===== src/rtl/stack_calc_core_if.sv =====
// Command/response channel of the stack calculator core.
// The master issues commands and receives the one-cycle done pulse.
// The slave is the core, which accepts commands and returns the response.
interface stack_calc_core_if #(
  parameter int WIDTH = 8
) ();

  logic             cmd_valid;
  logic             cmd_ready;
  logic [2:0]       cmd_op;
  logic [WIDTH-1:0] cmd_data;
  logic             rsp_valid;
  logic             rsp_err;
  logic             rsp_carry;

  modport master (
    output cmd_valid,
    output cmd_op,
    output cmd_data,
    input  cmd_ready,
    input  rsp_valid,
    input  rsp_err,
    input  rsp_carry
  );

  modport slave (
    input  cmd_valid,
    input  cmd_op,
    input  cmd_data,
    output cmd_ready,
    output rsp_valid,
    output rsp_err,
    output rsp_carry
  );

endinterface


===== src/rtl/stack_calc_core.sv =====
// Stack-machine calculator core.
// A DEPTH x WIDTH stack lives in a synchronous RAM and grows down from
// DEPTH-1. Commands come in on a valid/ready port; every accepted command
// ends with a one-cycle rsp_valid pulse. dvr/dar drive the display front end.
//
// state | meaning
// ------+-----------------------------------------------------------
// IDLE  | ready for a command, error checks made on accept
// RD    | RAM read address = dar (POP/TOP/DAR_INC/DAR_DEC)
// CAP   | capture RAM word into dvr
// RDA   | RAM read address = top (operand A)
// RDB   | RAM read address = top+1, capture A
// CAPB  | capture B, compute result and carry/borrow
// WR    | write PUSH operand or ADD/SUB result, update count/dar/dvr
// DONE  | rsp_* valid for one cycle
module stack_calc_core #(
  parameter  int WIDTH  = 8,
  parameter  int DEPTH  = 128,
  localparam int ADDR_W = $clog2(DEPTH),
  localparam int CNT_W  = $clog2(DEPTH + 1)
) (
  input  logic              clk,
  input  logic              rst_n,
  stack_calc_core_if.slave  cmd_if,
  output logic [WIDTH-1:0]  dvr,
  output logic [ADDR_W-1:0] dar,
  output logic [CNT_W-1:0]  count,
  output logic              empty,
  output logic              full
);

  localparam logic [2:0] S_IDLE = 3'd0;
  localparam logic [2:0] S_RD   = 3'd1;
  localparam logic [2:0] S_CAP  = 3'd2;
  localparam logic [2:0] S_RDA  = 3'd3;
  localparam logic [2:0] S_RDB  = 3'd4;
  localparam logic [2:0] S_CAPB = 3'd5;
  localparam logic [2:0] S_WR   = 3'd6;
  localparam logic [2:0] S_DONE = 3'd7;

  localparam logic [2:0] OP_PUSH    = 3'd0;
  localparam logic [2:0] OP_POP     = 3'd1;
  localparam logic [2:0] OP_ADD     = 3'd2;
  localparam logic [2:0] OP_SUB     = 3'd3;
  localparam logic [2:0] OP_TOP     = 3'd4;
  localparam logic [2:0] OP_CLEAR   = 3'd5;
  localparam logic [2:0] OP_DAR_INC = 3'd6;
  localparam logic [2:0] OP_DAR_DEC = 3'd7;

  logic [2:0]        state_q, state_d;
  logic [2:0]        op_q, op_d;
  logic [WIDTH-1:0]  data_q, data_d;
  logic [WIDTH-1:0]  a_q, a_d;
  logic [WIDTH-1:0]  res_q, res_d;
  logic [CNT_W-1:0]  count_q, count_d;
  logic [ADDR_W-1:0] dar_q, dar_d;
  logic [WIDTH-1:0]  dvr_q, dvr_d;
  logic              err_q, err_d;
  logic              carry_q, carry_d;

  logic [WIDTH-1:0]  mem [DEPTH];
  logic [WIDTH-1:0]  rd_data_q;
  logic [ADDR_W-1:0] rd_addr;
  logic [ADDR_W-1:0] wr_addr;
  logic [WIDTH-1:0]  wr_data;
  logic              we;

  logic [ADDR_W-1:0] top_addr;
  logic [ADDR_W-1:0] top_p1;
  logic [ADDR_W-1:0] free_addr;
  logic [WIDTH:0]    sum;
  logic [WIDTH:0]    diff;
  logic              is_full;
  logic              is_empty;

  // DEPTH is a power of two, so DEPTH-count mod DEPTH is just -count on the
  // low address bits; the count MSB only matters when count==DEPTH (top=0).
  assign top_addr  = {ADDR_W{1'b0}} - count_q[ADDR_W-1:0];
  assign top_p1    = top_addr + 1'b1;
  assign free_addr = top_addr - 1'b1;

  // B is the RAM word arriving in CAPB, A was captured one cycle earlier.
  assign sum  = {1'b0, rd_data_q} + {1'b0, a_q};
  assign diff = {1'b0, rd_data_q} - {1'b0, a_q};

  assign is_full  = (count_q == CNT_W'(DEPTH));
  assign is_empty = (count_q == '0);

  assign cmd_if.cmd_ready = (state_q == S_IDLE);
  assign cmd_if.rsp_valid = (state_q == S_DONE);
  assign cmd_if.rsp_err   = (state_q == S_DONE) & err_q;
  assign cmd_if.rsp_carry = (state_q == S_DONE) & carry_q;

  assign dvr   = dvr_q;
  assign dar   = dar_q;
  assign count = count_q;
  assign empty = is_empty;
  assign full  = is_full;

  // Next-state logic: command decode on accept, then the per-op sequence.
  always_comb begin
    state_d = state_q;
    op_d    = op_q;
    data_d  = data_q;
    a_d     = a_q;
    res_d   = res_q;
    count_d = count_q;
    dar_d   = dar_q;
    dvr_d   = dvr_q;
    err_d   = err_q;
    carry_d = carry_q;
    rd_addr = dar_q;
    wr_addr = free_addr;
    wr_data = data_q;
    we      = 1'b0;

    case (state_q)
      S_IDLE: begin
        if (cmd_if.cmd_valid) begin
          op_d    = cmd_if.cmd_op;
          data_d  = cmd_if.cmd_data;
          err_d   = 1'b0;
          carry_d = 1'b0;
          case (cmd_if.cmd_op)
            OP_PUSH: begin
              if (is_full) begin
                err_d   = 1'b1;
                state_d = S_DONE;
              end else begin
                state_d = S_WR;
              end
            end
            OP_POP: begin
              if (is_empty) begin
                err_d   = 1'b1;
                state_d = S_DONE;
              end else if (count_q == CNT_W'(1)) begin
                count_d = '0;
                dar_d   = '0;
                dvr_d   = '0;
                state_d = S_DONE;
              end else begin
                count_d = count_q - 1'b1;
                dar_d   = top_p1;
                state_d = S_RD;
              end
            end
            OP_TOP: begin
              if (is_empty) begin
                err_d   = 1'b1;
                state_d = S_DONE;
              end else begin
                dar_d   = top_addr;
                state_d = S_RD;
              end
            end
            OP_ADD, OP_SUB: begin
              if (count_q < CNT_W'(2)) begin
                err_d   = 1'b1;
                state_d = S_DONE;
              end else begin
                state_d = S_RDA;
              end
            end
            OP_CLEAR: begin
              count_d = '0;
              dar_d   = '0;
              dvr_d   = '0;
              state_d = S_DONE;
            end
            OP_DAR_INC: begin
              dar_d   = dar_q + 1'b1;
              state_d = S_RD;
            end
            default: begin
              dar_d   = dar_q - 1'b1;
              state_d = S_RD;
            end
          endcase
        end
      end
      S_RD: begin
        rd_addr = dar_q;
        state_d = S_CAP;
      end
      S_CAP: begin
        dvr_d   = rd_data_q;
        state_d = S_DONE;
      end
      S_RDA: begin
        rd_addr = top_addr;
        state_d = S_RDB;
      end
      S_RDB: begin
        rd_addr = top_p1;
        a_d     = rd_data_q;
        state_d = S_CAPB;
      end
      S_CAPB: begin
        if (op_q == OP_SUB) begin
          res_d   = diff[WIDTH-1:0];
          carry_d = diff[WIDTH];
        end else begin
          res_d   = sum[WIDTH-1:0];
          carry_d = sum[WIDTH];
        end
        state_d = S_WR;
      end
      S_WR: begin
        we = 1'b1;
        if (op_q == OP_PUSH) begin
          wr_addr = free_addr;
          wr_data = data_q;
          dar_d   = free_addr;
          dvr_d   = data_q;
          count_d = count_q + 1'b1;
        end else begin
          wr_addr = top_p1;
          wr_data = res_q;
          dar_d   = top_p1;
          dvr_d   = res_q;
          count_d = count_q - 1'b1;
        end
        state_d = S_DONE;
      end
      S_DONE: begin
        state_d = S_IDLE;
      end
      default: begin
        state_d = S_IDLE;
      end
    endcase
  end

  // Control and architectural registers; reset discards any in-flight op.
  always_ff @(posedge clk or negedge rst_n) begin
    if (!rst_n) begin
      state_q <= S_IDLE;
      op_q    <= OP_PUSH;
      data_q  <= '0;
      a_q     <= '0;
      res_q   <= '0;
      count_q <= '0;
      dar_q   <= '0;
      dvr_q   <= '0;
      err_q   <= 1'b0;
      carry_q <= 1'b0;
    end else begin
      state_q <= state_d;
      op_q    <= op_d;
      data_q  <= data_d;
      a_q     <= a_d;
      res_q   <= res_d;
      count_q <= count_d;
      dar_q   <= dar_d;
      dvr_q   <= dvr_d;
      err_q   <= err_d;
      carry_q <= carry_d;
    end
  end

  // Stack RAM: one write port, one registered read port, contents not reset.
  always_ff @(posedge clk) begin
    if (we) begin
      mem[wr_addr] <= wr_data;
    end
    rd_data_q <= mem[rd_addr];
  end

endmodule


===== src/flat_wrapper.sv =====
// flat-port wrapper written by rule: the top's interface ports become plain ports
module stack_calc_core_flat 
#(
  parameter  int WIDTH  = 8,
  parameter  int DEPTH  = 128,
  localparam int ADDR_W = $clog2(DEPTH),
  localparam int CNT_W  = $clog2(DEPTH + 1)
)
  (clk, rst_n, dvr, dar, count, empty, full, cmd_if_cmd_valid, cmd_if_cmd_op, cmd_if_cmd_data, cmd_if_cmd_ready, cmd_if_rsp_valid, cmd_if_rsp_err, cmd_if_rsp_carry);
  stack_calc_core_if #(.WIDTH(WIDTH)) cmd_if_i ();
  input  logic clk;
  input  logic rst_n;
  output logic [WIDTH-1:0] dvr;
  output logic [ADDR_W-1:0] dar;
  output logic [CNT_W-1:0] count;
  output logic empty;
  output logic full;
  input wire logic [$bits(cmd_if_i.cmd_valid)-1:0] cmd_if_cmd_valid;
  input wire logic [$bits(cmd_if_i.cmd_op)-1:0] cmd_if_cmd_op;
  input wire logic [$bits(cmd_if_i.cmd_data)-1:0] cmd_if_cmd_data;
  output wire logic [$bits(cmd_if_i.cmd_ready)-1:0] cmd_if_cmd_ready;
  output wire logic [$bits(cmd_if_i.rsp_valid)-1:0] cmd_if_rsp_valid;
  output wire logic [$bits(cmd_if_i.rsp_err)-1:0] cmd_if_rsp_err;
  output wire logic [$bits(cmd_if_i.rsp_carry)-1:0] cmd_if_rsp_carry;
  assign cmd_if_i.cmd_valid = cmd_if_cmd_valid;
  assign cmd_if_i.cmd_op = cmd_if_cmd_op;
  assign cmd_if_i.cmd_data = cmd_if_cmd_data;
  assign cmd_if_cmd_ready = cmd_if_i.cmd_ready;
  assign cmd_if_rsp_valid = cmd_if_i.rsp_valid;
  assign cmd_if_rsp_err = cmd_if_i.rsp_err;
  assign cmd_if_rsp_carry = cmd_if_i.rsp_carry;
  stack_calc_core #(.WIDTH(WIDTH), .DEPTH(DEPTH)) u_core (.clk(clk), .rst_n(rst_n), .cmd_if(cmd_if_i), .dvr(dvr), .dar(dar), .count(count), .empty(empty), .full(full));
endmodule

===== config.mk =====
export PLATFORM = sky130hd
export DESIGN_NAME = stack_calc_core_flat
export DESIGN_NICKNAME = d
export VERILOG_FILES = /design/src/rtl/stack_calc_core_if.sv /design/src/rtl/stack_calc_core.sv /design/src/flat_wrapper.sv
export SDC_FILE = /design/constraint.sdc
export NUM_CORES = 1
export LEC_CHECK = 0
export ABC_AREA = 1
export BUFFER_PORTS_ARGS = -buffer_cell sky130_fd_sc_hd__buf_2
export CAP_MARGIN = 40
export CELL_PAD_IN_SITES_DETAIL_PLACEMENT = 1
export CELL_PAD_IN_SITES_GLOBAL_PLACEMENT = 2
export CORE_UTILIZATION = 30
export CTS_CLUSTER_SIZE = 24
export DETAILED_ROUTE_END_ITERATION = 10
export HOLD_SLACK_MARGIN = 0.02
export PLACE_DENSITY = 0.56
export SYNTH_ARGS = -nofsm -noshare
export SYNTH_HDL_FRONTEND = slang
export SYNTH_SLANG_ARGS = --single-unit

===== constraint.sdc =====
create_clock -name clk -period 13.5 [get_ports clk]
set_clock_uncertainty 0.15 [all_clocks]
set_input_delay 2.025 -clock clk [delete_from_list [all_inputs] [get_ports clk]]
set_output_delay 2.025 -clock clk [all_outputs]
set_load 0.01 [all_outputs]

==> run_summary.xml <==
<?xml version="1.0" encoding="UTF-8"?>
<metrics>
  <group name="floorplan">
    <metric name="chip_height" unit="microns">409</metric>
    <metric name="die_area" unit="sq um">167000</metric>
    <metric name="io_pins" unit="">43</metric>
    <metric name="fp.dieW" unit="microns">409</metric>
    <metric name="placement_rows" unit="">149</metric>
    <metric name="placeableCoreArea" unit="sq um">165000</metric>
    <metric name="initial_core_util" unit="">0.302</metric>
  </group>
  <group name="global_routing">
    <metric name="first_global_vias" unit="">36100</metric>
    <metric name="grt_pass1_wl" unit="microns">256000</metric>
    <metric name="globalRoute.totalOverflow" unit="">0</metric>
    <metric name="largest_net_degree_at_the_start_of_global_routing" unit="">165</metric>
    <metric name="gr-usage-all-layers" unit="">0.206</metric>
    <metric name="antenna_found_initial" unit="">6</metric>
  </group>
  <group name="worst_setup_path">
    <metric name="startpoint_type" unit="">flip-flop</metric>
    <metric name="worst-setup-path-type" unit="">reg2reg</metric>
    <metric name="critPathMaxFanout" unit="">66</metric>
    <metric name="worst_ep_required_time" unit="ps">13980</metric>
    <metric name="critical_path.reg2reg.startpoint" unit="">u_core.state_q[0]$_DFFE_PN0P_</metric>
    <metric name="critical_path.reg2reg.endpoint" unit="">u_core.rd_data_q[0]$_DFF_P_</metric>
    <metric name="reg2regPathDepth" unit="">16</metric>
    <metric name="worst_setup_path_end_kind" unit="">flip-flop</metric>
    <metric name="crit_arrival" unit="ps">6160</metric>
    <metric name="r2r_setup_slack" unit="ps">7820</metric>
  </group>
  <group name="run">
    <metric name="cap_violations" unit="">0</metric>
  </group>
  <group name="finish">
    <metric name="insertedDiodeCount" unit="">0</metric>
    <metric name="final_area" unit="sq um">57600</metric>
    <metric name="proportion_of_layout_cells_with_a_drive_suffix_above_1" unit="">0.0898</metric>
    <metric name="flow.area_growth_from_synthesis" unit="%">15.8</metric>
    <metric name="total_number_of_nets_in_the_final_design" unit="">4838</metric>
  </group>
  <group name="logic_synthesis">
    <metric name="synth_cell_type_count" unit="">51</metric>
    <metric name="synth_top_family_by_area" unit="">simple AND/OR/NAND/NOR gates</metric>
    <metric name="syn_avg_cell_area" unit="sq um">10.4</metric>
    <metric name="postSynthNetCount" unit="">4809</metric>
    <metric name="yosys_warnings" unit="">0</metric>
    <metric name="synth_fa_ha_area_frac" unit="">0.00749</metric>
    <metric name="synth_area_in_compound_gates" unit="">0.0195</metric>
    <metric name="synth-edff-count" unit="">1024</metric>
    <metric name="yosys_register_bits" unit="">1087</metric>
    <metric name="postSynth.asyncResetShare" unit="">0.0506</metric>
    <metric name="synth.mux.area_fraction" unit="">0</metric>
    <metric name="post_synth_and_or_nand_nor_area_fraction" unit="">0.253</metric>
    <metric name="ys_dominant_reg_cell" unit="">edfxtp_1</metric>
    <metric name="synthesized_area" unit="sq um">49800</metric>
    <metric name="synth_xor_area_frac" unit="">0.00370</metric>
    <metric name="netlist_instances" unit="">4767</metric>
    <metric name="sequential_to_total_area_share_from_yosys_stat" unit="">0.649</metric>
  </group>
  <group name="routing">
    <metric name="detail_route.wl_per_cell" unit="microns">24.5</metric>
    <metric name="vias_per_cell" unit="">4.96</metric>
    <metric name="via_count" unit="">35100</metric>
    <metric name="detail_route.first_pass.iterations" unit="">7</metric>
    <metric name="totalWireLength" unit="microns">174000</metric>
    <metric name="drtAntennaViolNets" unit="">0</metric>
    <metric name="drt_drc_violations_left" unit="">0</metric>
    <metric name="initialDrtViolationCount" unit="">2175</metric>
  </group>
  <group name="placed_design">
    <metric name="gp_congestion" unit="">0.752</metric>
    <metric name="instance_area_at_placement" unit="sq um">53400</metric>
    <metric name="count_of_input_and_output_buffers" unit="">42</metric>
    <metric name="hpwl" unit="microns">104000</metric>
  </group>
  <group name="sta">
    <metric name="hold_viol" unit="">0</metric>
    <metric name="report.final.slew_viol_count" unit="">0</metric>
    <metric name="min_period" unit="ps">5680</metric>
    <metric name="timing.final.setup_violations" unit="">0</metric>
    <metric name="final_min_period_over_clock_period" unit="">0.421</metric>
    <metric name="worst_pin_slew" unit="ps">1270</metric>
    <metric name="setup-tns-final" unit="ps">0</metric>
    <metric name="grt_setup_unrepaired" unit="">false</metric>
    <metric name="max_clock_freq" unit="MHz">176</metric>
    <metric name="timing.slew.headroom" unit="">0.151</metric>
  </group>
  <group name="status">
    <metric name="run_status" unit="">completed</metric>
  </group>
  <group name="clock_tree">
    <metric name="htreeDepth" unit="">4</metric>
    <metric name="cts_buffers" unit="">134</metric>
    <metric name="cts_setup_buffers" unit="">0</metric>
    <metric name="tritoncts_num_sinks" unit="">1087</metric>
    <metric name="postCtsHoldBufs" unit="">0</metric>
    <metric name="cts.clk_slew.worst_paths" unit="ps">50</metric>
    <metric name="worstSkewPairLatency" unit="ps">760</metric>
    <metric name="cts.repair.resized" unit="">0</metric>
    <metric name="tritoncts" unit="">built</metric>
    <metric name="ctsLongestPathBuffers" unit="">3</metric>
    <metric name="clock-root-buffer" unit="">clkbuf_16</metric>
  </group>
  <group name="hold_path">
    <metric name="hold_path_class" unit="">reg2reg</metric>
    <metric name="holdPathStages" unit="">2</metric>
    <metric name="hold_path_end" unit="">u_core.res_q[0]$_DFFE_PN0P_</metric>
    <metric name="hp-start" unit="">u_core.res_q[0]$_DFFE_PN0P_</metric>
  </group>
</metrics>
## sequential cells by signal, summed over array words and instances, names as in the netlist
signal and cells:
u_core.err_q 1, u_core.rd_data_q 8, u_core.data_q 8, u_core.op_q 3
u_core.count 8, u_core.mem 1024, u_core.dvr 8, u_core.carry_q 1
u_core.dar 7, u_core.a_q 8, u_core.state_q 3, u_core.res_q 8
## cells in the mapped netlist (all sizes together), types with 6 or more instances
cell,n,share of area
nand3b,304,0.046
buf,95,0.0090
nor2,224,0.018
dfxtp,8,0.0032
a31oi,6,0.0011
o211ai,18,0.0027
o21ai,68,0.0071
clkbuf,203,0.015
dfrtp,55,0.028
edfxtp,1024,0.62
a21oi,34,0.0039
nand3,1087,0.11
inv,561,0.042
a22oi,6,0.00091
ha,25,0.0063
nand2,987,0.075
xor2,14,0.0030
nor3,8,0.0013
o221ai,10,0.0018
## critical path, stage by stage, from the launching register on
cell and delay, ps:
dfrtp_1 450, nor2_1 120, nand2_1 480, nand3_4 660, buf_4 750, buf_4 330
buf_16 260, buf_4 680, nand3_1 140, nand3_1 130, nand3_1 140, nand3_1 290
nand3_1 300, nand3_1 270, nand2_1 70, nand2_1 70, nand2_1 50
## cell families after synthesis
group / after synthesis
xor+xnor: 18
compound gates: 154
simple gates: 2619
fa+ha+maj: 28
flops: 1087
buf+inv: 861
## through the flow
step                      instances  setup slack, ps  utilization  hold WS (ps)
after CTS                      7089             7700        0.349           343
after global routing           7091             7380        0.350           371
final                          7091             7820        0.350           336
after detailed placement       6847             7720        0.324           329
after global placement         6763             7230        0.317           325
after floorplan                4767             6100            -           299
## worst max-delay path by stage
| stage | from | to | slack (ps) |
|---|---|---|---|
| after floorplan | u_core.state_q[1]$_DFFE_PN0P_ | u_core.mem[0][0]$_DFFE_PP_ | 6100 |
| after global placement | u_core.state_q[0]$_DFFE_PN0P_ | u_core.rd_data_q[0]$_DFF_P_ | 7230 |
| after detailed placement | u_core.state_q[0]$_DFFE_PN0P_ | u_core.rd_data_q[0]$_DFF_P_ | 7720 |
| after CTS | u_core.state_q[0]$_DFFE_PN0P_ | u_core.rd_data_q[0]$_DFF_P_ | 7700 |
| after global routing | u_core.state_q[0]$_DFFE_PN0P_ | u_core.rd_data_q[0]$_DFF_P_ | 7380 |
| final | u_core.state_q[0]$_DFFE_PN0P_ | u_core.rd_data_q[0]$_DFF_P_ | 7820 |
## cell usage in the layout (no fill, tap or decap), types with 12 or more instances in the layout
cell / netlist / routed
a21oi_1: 32 / 31
buf_16: 0 / 23
buf_2: 61 / 42
buf_4: 0 / 114
clkbuf_1: 203 / 36
clkbuf_16: 0 / 139
clkinv_1: 2 / 31
clkinv_2: 0 / 18
dfrtp_1: 55 / 55
edfxtp_1: 1024 / 1024
ha_1: 25 / 25
inv_1: 555 / 553
nand2_1: 981 / 970
nand2_2: 4 / 12
nand3_1: 1072 / 1070
nand3_4: 12 / 14
nand3b_1: 304 / 304
nor2_1: 218 / 217
o211ai_1: 18 / 18
o21ai_0: 65 / 57
xor2_1: 12 / 12
## metal layers
layer	track usage	wire length (microns)
met1	0.285	81400
met2	0.339	82500
met3	0.0281	5870
met4	0.0511	3740
met5	0	0
## final cells by class
type / count / area [sq um]
fill: 18200 / 107000
multi-input combinational: 2819 / 14300
timing repair buffer: 191 / 1900
clock inverter: 67 / 622
tap: 2189 / 2740
clock buffer: 175 / 3610
sequential: 1087 / 32300
inverter: 563 / 2130
Power is left out: the tool's default activity adds up to more than one toggle a clock period on the data nets, which glitch-free logic cannot reach.
